$ cat src/rtl/layer_sample_sequencer.sv
// Sequences one spike-layer instance through input samples: accepts a spike-time
// vector, sweeps time_val over one sample window, captures the layer result and
// returns it over a back-pressurable valid/ready handshake.
module layer_sample_sequencer #(
  parameter int unsigned TIME_PERIOD = 8,
  parameter int unsigned TW          = 4,
  parameter int unsigned NUM_SPIKES  = 16,
  parameter int unsigned NW          = 4,
  parameter int unsigned CNT_W       = 16
) (
  input  logic                     clk,
  input  logic                     rst_l,
  input  logic                     in_valid,
  output logic                     in_ready,
  input  logic [NUM_SPIKES*TW-1:0] in_spike_times,
  input  logic                     in_train,
  input  logic                     abort,
  output logic [NUM_SPIKES*TW-1:0] layer_spike_times,
  output logic [TW-1:0]            layer_time_val,
  output logic                     layer_training,
  input  logic [NW-1:0]            layer_winner,
  input  logic [TW-1:0]            layer_out_time,
  output logic                     out_valid,
  input  logic                     out_ready,
  output logic [NW-1:0]            out_winner,
  output logic [TW-1:0]            out_time,
  output logic                     out_no_fire,
  output logic [CNT_W-1:0]         sample_count
);

  typedef enum logic [1:0] {StIdle, StRun, StCapture, StDone} state_e;

  localparam logic [TW-1:0] LastT = TW'(TIME_PERIOD - 1);
  // One extra bit so the no-fire compare is safe even if TIME_PERIOD fills TW.
  localparam logic [TW:0] PeriodExt = (TW + 1)'(TIME_PERIOD);

  state_e                     state_q, state_d;
  logic [TW-1:0]              time_q, time_d;
  logic [NUM_SPIKES*TW-1:0]   spikes_q, spikes_d;
  logic                       train_q, train_d;
  logic [NW-1:0]              winner_q, winner_d;
  logic [TW-1:0]              otime_q, otime_d;
  logic                       no_fire_q, no_fire_d;
  logic [CNT_W-1:0]           count_q, count_d;

  // Next-state logic: abort outside IDLE overrides the normal sequence.
  always_comb begin
    state_d   = state_q;
    time_d    = time_q;
    spikes_d  = spikes_q;
    train_d   = train_q;
    winner_d  = winner_q;
    otime_d   = otime_q;
    no_fire_d = no_fire_q;
    count_d   = count_q;

    if (abort && (state_q != StIdle)) begin
      // Drop the sample without capturing or counting it.
      state_d = StIdle;
      time_d  = '0;
      train_d = 1'b0;
    end else begin
      unique case (state_q)
        StIdle: begin
          time_d = '0;
          if (in_valid) begin
            spikes_d = in_spike_times;
            train_d  = in_train;
            state_d  = StRun;
          end
        end
        StRun: begin
          // Last window step holds its value through CAPTURE.
          if (time_q == LastT) begin
            state_d = StCapture;
          end else begin
            time_d = time_q + TW'(1);
          end
        end
        StCapture: begin
          winner_d  = layer_winner;
          otime_d   = layer_out_time;
          no_fire_d = ({1'b0, layer_out_time} >= PeriodExt);
          train_d   = 1'b0;
          time_d    = '0;
          state_d   = StDone;
        end
        StDone: begin
          if (out_ready) begin
            count_d = count_q + CNT_W'(1);
            state_d = StIdle;
          end
        end
        default: state_d = StIdle;
      endcase
    end
  end

  // State and datapath registers with synchronous active-low reset.
  always_ff @(posedge clk) begin
    if (!rst_l) begin
      state_q   <= StIdle;
      time_q    <= '0;
      spikes_q  <= '0;
      train_q   <= 1'b0;
      winner_q  <= '0;
      otime_q   <= '0;
      no_fire_q <= 1'b0;
      count_q   <= '0;
    end else begin
      state_q   <= state_d;
      time_q    <= time_d;
      spikes_q  <= spikes_d;
      train_q   <= train_d;
      winner_q  <= winner_d;
      otime_q   <= otime_d;
      no_fire_q <= no_fire_d;
      count_q   <= count_d;
    end
  end

  // Outputs are decoded from state or driven straight from registers.
  always_comb begin
    in_ready          = (state_q == StIdle);
    out_valid         = (state_q == StDone);
    layer_spike_times = spikes_q;
    layer_time_val    = time_q;
    layer_training    = train_q;
    out_winner        = winner_q;
    out_time          = otime_q;
    out_no_fire       = no_fire_q;
    sample_count      = count_q;
  end

endmodule

$ cat config.mk
export PLATFORM = sky130hd
export DESIGN_NAME = layer_sample_sequencer
export DESIGN_NICKNAME = d
export VERILOG_FILES = /design/src/rtl/layer_sample_sequencer.sv
export SDC_FILE = /design/constraint.sdc
export NUM_CORES = 1
export LEC_CHECK = 0
export ABC_AREA = 1
export BUFFER_PORTS_ARGS = -buffer_cell sky130_fd_sc_hd__buf_4
export CAP_MARGIN = 20
export CORE_MARGIN = 3
export CORE_UTILIZATION = 50
export DETAILED_ROUTE_END_ITERATION = 12
export PLACE_DENSITY_LB_ADDON = 0.05
export SLEW_MARGIN = 20
export SYNTH_ARGS = -nofsm -noshare
export SYNTH_HDL_FRONTEND = slang
export SYNTH_SLANG_ARGS = --single-unit
export TNS_END_PERCENT = 30
$ cat constraint.sdc
create_clock -name clk -period 2 [get_ports clk]
set_input_delay 0.3 -clock clk [delete_from_list [all_inputs] [get_ports clk]]
set_output_delay 0.3 -clock clk [all_outputs]
set_load 0.01 [all_outputs]
==> qor.yml <==
cp-startpoint: "state_q[0]"
synth_fp_nets: 589
synth_area_leader_cell: "dfxtp_1"
post_cts_resize_count: 0
swShare_pct: 34.7
fin_tns_setup_ns: 0
final_util_pct: 76.0
die_x_um: 92.7
grt-ovfl-total: 0
core_um2: 7020
clk_pin_slew_worst_paths_ns: 0.09
n_antenna_cell: 0
crit-reg2reg-launch: "state_q[0]"
hold_viol: 0
cts-root-buf: "clkbuf_8"
setup_violations: 0
crit_required_ns: 2.28
synthDominantCellAreaShare_pct: 51.2
slew_violations: 0
hold_class: "in -> reg"
initial_core_util_pct: 53.5
yosys-top-cells-area: "dfxtp_1 (51%), nor2_1 (17%), o21ai_0 (10%)"
crit_type: "reg -> reg"
ioPinCount: 174
dieArea_um2: 8590
cts_tree: "built"
grt_max_degree: 72
worstMarginPinSlew_ns: 0.550
status: "completed"
synth_seq_area_share_pct: 51.2
dpl.cell_count: 754
intPower_uw: 3990
peakVddDrop_v: 0.000657
switchingPower_uw: 2120
synth_cells: 505
max_freq_mhz: 598
drt_iter0_drc: 116
ys_types: 25
grt_pass1_vias: 3695
final.min_clock_period_ns: 1.67
cts_buffer_depth: 2
worstSkewPairLatency_ns: 0.34
post-dp-hpwl_um: 7370
first_pass_iters: 4
r2r_end: "layer_spike_times[61]"
instances_no_fill: 769
endpoint: "layer_spike_times[61]"
finalCritPeriodShare_pct: 83.6
vias: 3824
rsz0062_at_grt: "false"
viasPerCell: 4.97
antenna_found_initial: 0
start_kind: "flip-flop"
power_frac_comb_pct: 36.4
clkPwrFrac_pct: 21.9
end_kind: "flip-flop"
synth_area_um2: 3760
cts_hold_buffers: 0
nNetsFinal: 753
drive_gt1_share_pct: 30.6
grt_pass1_wl_um: 16400
globalplace.congestion: 0.860
total_leakage_power_uw: 0.00254
rrSetupSlack_ns: 0.33
row_count: 30
drc: 0
htree_levels: 3
seqPwrFrac_pct: 41.7
io_buffers: 173
syn_to_final_growth_pct: 41.9
cp.arrival_ns: 1.95
final_cell_mix: "nor2_1 (174), buf_4 (174), dfxtp_1 (96)"
drv_cap: 0
place_ws_ns: 0.365
synth.avg_cell_area_um2: 7.44
ys_warn_count: 0
routed_wirelength_um: 10100
power-per-cell-area_nw_per_um2: 1150
drtAntennaViolNets: 0
setup_ws_ns: 0.329
ys_seq_elements: 96
cp_max_fo: 64
die_h_um: 92.7
skew_ns: 0.0107
wl_per_cell_um: 13.1
track_usage_pct: 23.5
numCtsBuffers: 9
reg2reg_depth: 6
cts_setup_buffers: 0
clock_sinks: 96
slew_headroom_pct: 63.3
-- flip-flops by register name (all words and copies together), names as in the netlist --
name,count
out_winner,4
out_no_fire,1
out_time,4
layer_training,1
layer_spike_times,64
sample_count,16
state_q,2
layer_time_val,4
-- critical path, stage by stage (launching register included) --
cell and delay [ns]:
dfxtp_1 0.39, inv_1 0.09, ha_1 0.25, nand2_1 0.11, buf_4 0.45, o21ai_0 0.17
nor2_1 0.11
-- Yosys cell counts --
library cell  count
a211oi_1          1
a21oi_1          13
a21oi_4           1
buf_2             8
buf_4             1
clkbuf_1         14
dfxtp_1          96
ha_1              6
inv_1            29
inv_2             4
nand2_1          54
nand2_2           2
nand2_4           1
nand3_1           9
nand3_4           1
nand3b_1          1
nand4_1           3
nor2_1          174
nor2_4            2
nor2_8            1
nor3_1            3
o21a_1            1
o21ai_0          78
o21ai_4           1
or2_2             1
-- per-layer routing --
metal | track usage (%) | up-vias | wire length (µm)
met3 | 8.12 | 22 | 1010
met5 | 0 | - | 0
met1 | 25.1 | 1725 | 3870
li1 | - | 1919 | -
met2 | 42.1 | 158 | 4970
met4 | 9.65 | 0 | 235
-- layout make-up --
type | instances | area, µm²
flip-flops and latches | 96 | 1920
fillers | 573 | 1690
multi-input cells | 353 | 1610
repair buffers | 176 | 1350
clock buffers | 9 | 124
inverters | 33 | 124
well taps | 96 | 120
clock inverters | 6 | 85.1
-- how the worst min path moves through the flow --
stage	start	end	slack, ns	cells after the start
after floorplan	in_spike_times[10]	layer_spike_times[10]	0.46	2
after global placement	layer_training	layer_training	0.45	2
after detailed placement	layer_training	layer_training	0.46	2
after CTS	in_spike_times[30]	layer_spike_times[30]	0.19	3
after global routing	in_spike_times[18]	layer_spike_times[18]	0.20	3
final	in_spike_times[50]	layer_spike_times[50]	0.20	3
-- per-stage QoR --
step | hold slack (ns) | instance area [µm²] | total power, µW
finish | 0.203 | 5330 | 6100
global route | 0.204 | 5330 | 6550
CTS | 0.193 | 5330 | 6160
detailed placement | 0.461 | 5120 | 4820
global placement | 0.454 | 5120 | 4740
floorplan | 0.464 | 3760 | 3800
-- kinds of logic (layout without fill, tap and decap cells) --
| family | count (synthesis) | after routing | share of synthesized area (%) |
|---|---|---|---|
| AND/OR/NAND/NOR | 252 | 252 | 27.5 |
| flip-flops | 96 | 96 | 51.2 |
| buffers and inverters | 56 | 224 | 5.96 |
| adder cells (fa/ha/maj) | 6 | 6 | 2.00 |
| AO/OA/AOI/OAI | 95 | 95 | 13.4 |
-- power groups by stage --
stage / clock, µW / combinational, µW / sequential [µW]
after floorplan: 0 / 1050 / 2750
after global placement: 0 / 2170 / 2570
after detailed placement: 0 / 2230 / 2590
after CTS: 1370 / 2240 / 2550
after global routing: 1450 / 2500 / 2590
final: 1330 / 2220 / 2550
Note: power is estimated with default switching activity, not from simulation.
